## src/rtl/jtopl_timer_pkg.sv

```systemverilog
// ---------------------------------------------------------------------------
// jtopl_timer_pkg
// Shared defaults for the timer bank and a helper that sizes the common
// prescaler. Imported by jtopl_timer_bank and jtopl_timer_ch.
// ---------------------------------------------------------------------------
package jtopl_timer_pkg;

    localparam int CH_DEFAULT    = 2;
    localparam int CW_DEFAULT    = 8;
    localparam int PW_DEFAULT    = 2;
    localparam int PSTEP_DEFAULT = 2;

    // The prescaler must be wide enough for the slowest channel, which is
    // the last one: it needs PW + (CH-1)*PSTEP low bits all set.
    function automatic int prescWidth(input int ch, input int pw, input int pstep);
        return pw + (ch - 1) * pstep;
    endfunction

endpackage

```

## src/rtl/jtopl_timer_ch.sv

```systemverilog
// ---------------------------------------------------------------------------
// jtopl_timer_ch
// One timer channel: up-counter with reload, overflow pulse, sticky flag,
// load edge detection and optional one-shot stop state.
//
// Ports:
//   clk         clock, rising edge
//   rst_n       synchronous active-low reset
//   en_i        channel enable pulse from the shared prescaler
//   value_i     reload / start value
//   load_i      run bit (level); a 0->1 edge loads value_i
//   clrFlag_i   clears the sticky flag (wins over a coincident set)
//   oneshot_i   when set, the channel stops after its overflow reload
//   flag_o      raw (unmasked) sticky flag
//   overflow_o  one-clock overflow pulse
// ---------------------------------------------------------------------------
module jtopl_timer_ch
    import jtopl_timer_pkg::*;
#(
    parameter int CW = CW_DEFAULT
) (
    input  logic          clk,
    input  logic          rst_n,
    input  logic          en_i,
    input  logic [CW-1:0] value_i,
    input  logic          load_i,
    input  logic          clrFlag_i,
    input  logic          oneshot_i,
    output logic          flag_o,
    output logic          overflow_o
);

    logic [CW-1:0] cnt_q, cnt_d;
    logic          flag_q, flag_d;
    logic          ovf_q, ovf_d;
    logic          loadLast_q, loadLast_d;
    logic          stopped_q, stopped_d;
    logic          loadRise;

    // Next-state logic. A load edge always takes priority over a counting
    // enable in the same cycle. Counting requires load_i high and the
    // channel not parked by one-shot mode; the reload on overflow uses the
    // live value_i so software can change the period on the fly.
    always_comb begin
        loadRise   = load_i & ~loadLast_q;
        loadLast_d = load_i;
        cnt_d      = cnt_q;
        ovf_d      = 1'b0;
        stopped_d  = stopped_q;
        if (loadRise) begin
            cnt_d     = value_i;
            stopped_d = 1'b0;
        end else if (en_i && load_i && !stopped_q) begin
            if (&cnt_q) begin
                cnt_d     = value_i;
                ovf_d     = 1'b1;
                stopped_d = oneshot_i;
            end else begin
                cnt_d = cnt_q + CW'(1);
            end
        end
        flag_d = flag_q | ovf_d;
        if (clrFlag_i) begin
            flag_d = 1'b0;
        end
    end

    // State registers. Clearing the load history in reset makes a load
    // that is already high right after reset count as a fresh edge.
    always_ff @(posedge clk) begin
        if (!rst_n) begin
            cnt_q      <= '0;
            flag_q     <= 1'b0;
            ovf_q      <= 1'b0;
            loadLast_q <= 1'b0;
            stopped_q  <= 1'b0;
        end else begin
            cnt_q      <= cnt_d;
            flag_q     <= flag_d;
            ovf_q      <= ovf_d;
            loadLast_q <= loadLast_d;
            stopped_q  <= stopped_d;
        end
    end

    assign flag_o     = flag_q;
    assign overflow_o = ovf_q;

endmodule

```

## src/rtl/jtopl_timer_bank.sv

```systemverilog
// ---------------------------------------------------------------------------
// jtopl_timer_bank
// Bank of CH independent timers sharing one free-running prescaler. Channel
// k advances once every 2^(PW+k*PSTEP) ticks, where tick = cenop & zero.
//
// Ports:
//   clk       clock, rising edge
//   rst_n     synchronous active-low reset
//   cenop     operator clock enable
//   zero      slot-zero marker
//   value     per-channel start values, channel k in [k*CW +: CW]
//   load      per-channel run bit
//   clr_flag  per-channel flag clear
//   flagen    per-channel flag mask for flag/irq_n
//   clr_all   clears every flag
//   oneshot   per-channel one-shot mode (only with JTOPL_TIMER_ONESHOT_EN)
//   flag      masked flags
//   overflow  one-clock overflow pulses
//   irq_n     low while any masked flag is set
//
// Build option: define JTOPL_TIMER_ONESHOT_EN to add the oneshot input;
// without it every channel auto-reloads.
// ---------------------------------------------------------------------------
module jtopl_timer_bank
    import jtopl_timer_pkg::*;
#(
    parameter int CH    = CH_DEFAULT,
    parameter int CW    = CW_DEFAULT,
    parameter int PW    = PW_DEFAULT,
    parameter int PSTEP = PSTEP_DEFAULT
) (
    input  logic [0:0]     clk,
    input  logic           rst_n,
    input  logic           cenop,
    input  logic           zero,
    input  logic [CH*CW-1:0] value,
    input  logic [CH-1:0]  load,
    input  logic [CH-1:0]  clr_flag,
    input  logic [CH-1:0]  flagen,
    input  logic           clr_all,
`ifdef JTOPL_TIMER_ONESHOT_EN
    input  logic [CH-1:0]  oneshot,
`endif
    output logic [CH-1:0]  flag,
    output logic [CH-1:0]  overflow,
    output logic           irq_n
);

    localparam int PRW = prescWidth(CH, PW, PSTEP);

    logic [PRW-1:0] presc_q, presc_d;
    logic           tick;
    logic [CH-1:0]  chEn;
    logic [CH-1:0]  flagRaw;
    logic [CH-1:0]  oneshotEff;

`ifdef JTOPL_TIMER_ONESHOT_EN
    assign oneshotEff = oneshot;
`else
    assign oneshotEff = '0;
`endif

    // The prescaler only ever advances on ticks; channel loads never touch
    // it, so every channel keeps a fixed phase relative to reset.
    always_comb begin
        tick    = cenop & zero;
        presc_d = presc_q + PRW'(tick);
    end

    always_ff @(posedge clk) begin
        if (!rst_n) begin
            presc_q <= '0;
        end else begin
            presc_q <= presc_d;
        end
    end

    for (genvar k = 0; k < CH; k++) begin : gCh
        localparam int             LOWBITS = PW + k * PSTEP;
        localparam logic [PRW-1:0] MASK    = {PRW{1'b1}} >> (PRW - LOWBITS);

        // Channel k fires on the tick that would carry out of its low bits.
        assign chEn[k] = tick & ((presc_q & MASK) == MASK);

        jtopl_timer_ch #(
            .CW (CW)
        ) uCh (
            .clk        (clk),
            .rst_n      (rst_n),
            .en_i       (chEn[k]),
            .value_i    (value[k*CW +: CW]),
            .load_i     (load[k]),
            .clrFlag_i  (clr_flag[k] | clr_all),
            .oneshot_i  (oneshotEff[k]),
            .flag_o     (flagRaw[k]),
            .overflow_o (overflow[k])
        );
    end

    // Masking happens only here so a pending flag reappears when re-enabled.
    assign flag  = flagRaw & flagen;
    assign irq_n = ~|flag;

endmodule

```

## config.mk

```make
export PLATFORM = sky130hd
export DESIGN_NAME = jtopl_timer_bank
export DESIGN_NICKNAME = d
export VERILOG_FILES = /design/src/rtl/jtopl_timer_pkg.sv /design/src/rtl/jtopl_timer_ch.sv /design/src/rtl/jtopl_timer_bank.sv
export SDC_FILE = /design/constraint.sdc
export NUM_CORES = 1
export LEC_CHECK = 0
export ABC_AREA = 1
export CAP_MARGIN = 20
export CORE_ASPECT_RATIO = 2
export CORE_UTILIZATION = 55
export DETAILED_ROUTE_END_ITERATION = 10
export GPL_TIMING_DRIVEN = 1
export PLACE_DENSITY_LB_ADDON = 0.3
export SYNTH_ARGS = -nofsm -noshare
export SYNTH_HDL_FRONTEND = slang
export SYNTH_SLANG_ARGS = --single-unit
```

## constraint.sdc

```tcl
create_clock -name clk -period 3.95 [get_ports clk]
set_input_delay 0.395 -clock clk [delete_from_list [all_inputs] [get_ports clk]]
set_output_delay 0.395 -clock clk [all_outputs]
set_load 0.05 [all_outputs]
```

==> impl_metrics.json, run 1 <==
{
  "status": "finished clean",
  "yosys.area_share.simple_pct": 36.6,
  "combPwrFrac_pct": 18.9,
  "worst_setup_path_end_kind": "output port",
  "power.density_nw_per_um2": 291,
  "fin_worst_skew_ns": 0.00251,
  "tightest_slew_ns": 0.755,
  "cpMaxStageDelayCell": "clkdlybuf4s50_1",
  "avgSynthCellArea_um2": 6.55,
  "postCtsResizedCells": 0,
  "synth-xor-area-share_pct": 1.63,
  "cts_tree": "yes",
  "required_ns": 3.56,
  "cts_buffers": 3,
  "met1_length_um": 1290,
  "dp_slack_ns": 1.78,
  "power_mw": 0.574,
  "p_leak_nw": 0.964,
  "swShare_pct": 26.8,
  "std_cell_rows": 27,
  "dieArea_um2": 3160,
  "syn_nets": 277,
  "grt_overflow_total": 0,
  "antenna_cells": 0,
  "timing.fmax_mhz": 463,
  "hold_slack_ns": 0.487,
  "synth-seq-area-share_pct": 32.3,
  "period_share_pct": 54.7,
  "finalHoldViolCount": 0,
  "grt_pass1_vias": 1425,
  "slowest_delay_ns": 0.80,
  "synth_warnings": 0,
  "cp_cell_sequence": "clkdlybuf4s50_1, nand2_1, inv_1, clkdlybuf4s50_1",
  "setup_viol": 0,
  "cpMostUsedCell": "clkdlybuf4s50_1",
  "drtIter0Drc": 26,
  "synthCells": 246,
  "intPower_mw": 0.420,
  "clkPwrFrac_pct": 30.1,
  "cp.arrival_ns": 1.77,
  "grt_max_degree": 23,
  "port_buffers": 31,
  "clkLatencyLatePin_ns": 0.27,
  "synth-compound-area-share_pct": 12.9,
  "routedWlPerCell_um": 11.5,
  "ir_drop_v": 0.000221,
  "totalWireLength_um": 3500,
  "path_max_fanout": 2,
  "drv_slew": 0,
  "vias_per_cell": 5.29,
  "post_cts_buffers": 0,
  "grt_pass1_wl_um": 5560,
  "utilization_pct": 71.0,
  "synth_area_um2": 1610,
  "setup_tns_ns": 0,
  "drv_cap": 0,
  "slew_headroom_pct": 49.5,
  "crit_buf_inv": 3,
  "hpwl_um": 2720,
  "hold_path.class": "reg2reg",
  "grt_usage_pct": 24.7,
  "topRoutingLayerUsed": "met4",
  "placed_cells": 300,
  "drive_gt1_share_pct": 8.73,
  "start_util_pct": 58.2,
  "p_switching_mw": 0.154,
  "core-area_um2": 2770,
  "syn_to_final_growth_pct": 22.1,
  "final_nets": 307,
  "synth_top_family_by_area": "simple AND/OR/NAND/NOR gates",
  "clock_sinks": 26,
  "design_area_um2": 1970,
  "clk_path_buf_depth": 2,
  "start_kind": "primary input",
  "yosys.area_share.adder_pct": 3.11,
  "drc_errors": 0,
  "final_cells": 304,
  "antenna_found_initial": 0,
  "die_x_um": 40.3,
  "clkTransAtPathRegs_ns": 0.09,
  "vias": 1609,
  "cts_root_buffer": "clkbuf_8",
  "dr_wl_met2_um": 2080,
  "place_congestion": 0.733,
  "synth_cell_types": 28,
  "cp_top_family": "buffers and inverters",
  "ios": 32,
  "post-route-min-period_ns": 2.16,
  "die_h_um": 78.6,
  "synth.mux.area_fraction_pct": 0,
  "place_area_um2": 1910,
  "ys_seq_elements": 26,
  "met3WireLength_um": 64,
  "fin_ws_ns": 1.79,
  "hold_buffers": 0,
  "drt_first_pass_iters": 4,
  "rsz0062_at_grt": "no",
  "ant_nets": 0,
  "cts_max_level": 1,
  "seqPwrFrac_pct": 51.0,
  "crit_type": "in2out"
}
## path summary, 6_finish.rpt
check                      startpoint             endpoint  slack, ns  cells past startpoint
setup / recovery            flagen[0]              flag[0]       1.79                      4
setup reg to reg  gCh[1].uCh.cnt_q[1]  gCh[1].uCh.cnt_q[5]       2.52                     10
hold reg to reg     gCh[0].uCh.flag_o    gCh[0].uCh.flag_o       0.49                      1
hold / removal      gCh[0].uCh.flag_o    gCh[0].uCh.flag_o       0.49                      1
## placed cells by master (no fill, tap or decap)
master,netlist,routed
dfxtp_1,26,26
clkbuf_8,0,4
a21oi_1,10,10
a21boi_0,1,1
nor3_1,4,4
nor4_1,2,2
inv_2,2,2
nand2_4,2,2
nand4_1,2,2
xor2_1,2,2
o21a_1,2,2
nor2_2,4,4
o21bai_1,5,5
nand3_1,28,28
nand2_2,8,8
xnor2_1,1,1
nand2_1,57,57
nand2_8,1,1
ha_1,4,4
o21ai_1,4,4
a22oi_1,1,1
clkdlybuf4s50_1,0,31
o21ai_0,14,14
or2_2,2,2
nor2_1,13,13
inv_1,44,44
nor2_4,1,1
## flip-flops by register name, indices dropped and copies added, names as in the netlist
register and flops:
gCh.uCh.overflow_o 2, gCh.uCh.loadLast_q 2, presc_q 4, gCh.uCh.flag_o 2
gCh.uCh.cnt_q 16
## power groups by stage
| stage | clock network [mW] | registers [mW] | logic [mW] |
|---|---|---|---|
| detailed placement | 0 | 0.298 | 0.108 |
| global route | 0.186 | 0.295 | 0.123 |
| finish | 0.172 | 0.292 | 0.109 |
| global placement | 0 | 0.298 | 0.106 |
| CTS | 0.177 | 0.292 | 0.109 |
| floorplan | 0 | 0.294 | 0.0709 |
## worst register-to-register path: cells and delay by family, from the launching register on
family	cells	cell delay (ns)
buffers and inverters	2	0.09
flip-flops	1	0.38
adder cells (fa/ha/maj)	1	0.22
AND/OR/NAND/NOR	7	0.66
## layer usage
layer,GRT usage [%],vias up
met2,49.4,33
met1,21.6,737
met5,0,-
li1,-,831
met3,1.69,8
met4,10.3,0
## logic make-up after synthesis
logic type	after synthesis
AND/OR/NAND/NOR	124
AO/OA/AOI/OAI	37
adder cells (fa/ha/maj)	4
buffers and inverters	52
XOR/XNOR	3
flip-flops	26
## area by class of cell
type	count	area (µm²)
Multi-Input combinational cell	168	873
Clock buffer	4	55.1
Fill cell	254	802
Sequential cell	26	520
Timing Repair Buffer	31	310
Tap cell	29	36.3
Inverter	46	173
## cell usage after synthesis
master,number,area (µm²)
a21oi_1,10,50.1
nand2_1,57,214
o21bai_1,5,37.5
nand3_1,28,140
xnor2_1,1,8.76
o21a_1,2,15.0
inv_2,2,7.51
nor2_4,1,11.3
nand2_2,8,50.1
xor2_1,2,17.5
nand2_4,2,22.5
buf_6,2,22.5
dfxtp_1,26,521
inv_1,44,165
nor4_1,2,12.5
nor2_1,13,48.8
buf_4,2,15.0
nand4_1,2,12.5
nand2_8,1,20.0
nor3_1,4,20.0
a22oi_1,1,7.51
o21ai_1,4,20.0
a21boi_0,1,7.51
or2_2,2,12.5
nor2_2,4,25.0
clkbuf_1,2,7.51
ha_1,4,50.1
o21ai_0,14,70.1
Power figures use the tool's default switching activity.
==> inputs of run 2 (changes only) <==
- CORE_UTILIZATION: 55 -> 46
- clock period: 3.95 -> 1.9 ns (I/O delays scaled with it)
==> run 2 against run 1 <==
Against the previous run:
- the flow now finishes with violations (DRC)
- count of clock-buffer cells in the layout down 1
- cell count up 1.6%
- non-clock buffer count up 2
- via count down 1.3%
- sequential share of layout area down 0.53 points
==> impl_metrics.json, run 2 (synthesized netlist as in run 1, its figures left out) <==
{
  "reg2reg_slack_ns": 0.47,
  "cts_buffers": 3,
  "finalHoldViolCount": 0,
  "setup_tns_ns": 0,
  "drtIter0Drc": 43,
  "std_cell_rows": 30,
  "postCtsResizedCells": 0,
  "crit_type": "reg2out",
  "period_share_pct": 83.3,
  "clkTransAtPathRegs_ns": 0.09,
  "critPathLaunch": "gCh[1].uCh.overflow_o",
  "timing.fmax_mhz": 632,
  "largest_reg_flops": 16,
  "ant_nets": 0,
  "post-route-min-period_ns": 1.58,
  "crit_buf_inv": 1,
  "clk_path_buf_depth": 2,
  "vias": 1588,
  "die_x_um": 43.9,
  "grt_pass1_wl_um": 6450,
  "clock_sinks": 26,
  "setup_viol": 0,
  "routedWlPerCell_um": 11.8,
  "grt_pass1_vias": 1547,
  "post_cts_buffers": 0,
  "cts_tree": "yes",
  "cp_cell_sequence": "clkdlybuf4s50_1",
  "n_fill_cell": 306,
  "hold_slack_ns": 0.490,
  "drv_slew": 0,
  "cts_max_level": 1,
  "placed_cells": 305,
  "tightest_slew_ns": 0.508,
  "fin_worst_skew_ns": 0.00549,
  "hpwl_um": 2930,
  "die_h_um": 85.7,
  "vias_per_cell": 5.14,
  "slew_headroom_pct": 66.0,
  "rsz0062_at_grt": "no",
  "ios": 32,
  "required_ns": 1.71,
  "cp.depth": 1,
  "clkLatencyLatePin_ns": 0.27,
  "multi_input_area_um2": 873,
  "r2r_end": "gCh[1].uCh.cnt_q[5]",
  "top_register": "gCh.uCh.cnt_q",
  "regArea_um2": 520,
  "core-area_um2": 3380,
  "drv_cap": 0,
  "final_cells": 309,
  "cp_top_family": "buffers and inverters",
  "status": "finished, violations left",
  "endpoint": "overflow[1]",
  "mostFrequentLayoutCell": "nand2_1",
  "path_max_fanout": 1,
  "final_cell_mix": "57 x nand2_1, 44 x inv_1, 28 x nand3_1, 28 x clkdlybuf4s50_1, 26 x dfxtp_1",
  "ff2ff_path_depth": 10,
  "totalWireLength_um": 3650,
  "antenna_cells": 0,
  "start_util_pct": 47.7,
  "worst_setup_path_end_kind": "output port",
  "dieArea_um2": 3760,
  "cp.arrival_ns": 1.39,
  "drc_errors": 4,
  "grt_usage_pct": 22.4,
  "drt_first_pass_iters": 8,
  "grt_max_degree": 16,
  "drive_gt1_share_pct": 10.5,
  "place_congestion": 0.996,
  "antenna_found_initial": 0,
  "port_buffers": 31,
  "violations": "DRC",
  "slowest_delay_ns": 0.80,
  "hold_path.class": "reg2reg",
  "utilization_pct": 59.4,
  "r2r_start": "gCh[1].uCh.cnt_q[1]",
  "cts_root_buffer": "clkbuf_8",
  "start_kind": "register",
  "power_mw": 1.29,
  "hold_buffers": 0,
  "p_leak_nw": 0.991,
  "reg.largest.list": "gCh.uCh.cnt_q (16), presc_q (4)",
  "cpMaxStageDelayCell": "clkdlybuf4s50_1",
  "grt_overflow_total": 0,
  "final_nets": 309,
  "syn_to_final_growth_pct": 24.6,
  "ir_drop_v": 0.000549,
  "power.density_nw_per_um2": 643
}
run 2: final cells by class:
cell class / instances / area share (%)
repair buffers: 33 / 16.4
multi-input cells: 168 / 43.5
clock buffers: 3 / 2.06
flip-flops and latches: 26 / 25.9
well taps: 32 / 1.99
inverters: 46 / 8.60
clock inverters: 1 / 1.50
run 2: through the flow:
stage	cell area, µm²	setup slack, ns
CTS	2010	0.297
detailed placement	1940	0.277
global route	2010	0.262
finish	2010	0.317
global placement	1940	0.310
floorplan	1610	0.657
run 2: metal layers:
layer | global-route usage (%) | vias to the layer above | wire length, µm | share of wire, %
met3 | 2.11 | 12 | 109 | 3.0
met1 | 23.0 | 701 | 1360 | 37
met4 | 12.1 | 0 | 118 | 3.2
met5 | 0 | - | 0 | 0
met2 | 41.8 | 41 | 2070 | 57
li1 | - | 834 | - | -
run 2: worst min path at each step:
stage | startpoint | end | slack (ns) | depth (start not counted)
floorplan | load[0] | gCh[0].uCh.loadLast_q | 0.28 | 2
global placement | gCh[0].uCh.flag_o | gCh[0].uCh.flag_o | 0.47 | 1
detailed placement | gCh[0].uCh.flag_o | gCh[0].uCh.flag_o | 0.48 | 1
CTS | value[12] | gCh[1].uCh.cnt_q[4] | 0.49 | 3
global route | value[12] | gCh[1].uCh.cnt_q[4] | 0.52 | 3
finish | gCh[0].uCh.flag_o | gCh[0].uCh.flag_o | 0.49 | 1
run 2: power breakdown:
group / leakage (nW) / internal (mW) / switching (mW)
Clock: 0.0357 / 0.282 / 0.173
Sequential: 0.214 / 0.577 / 0.0306
Combinational: 0.742 / 0.114 / 0.116
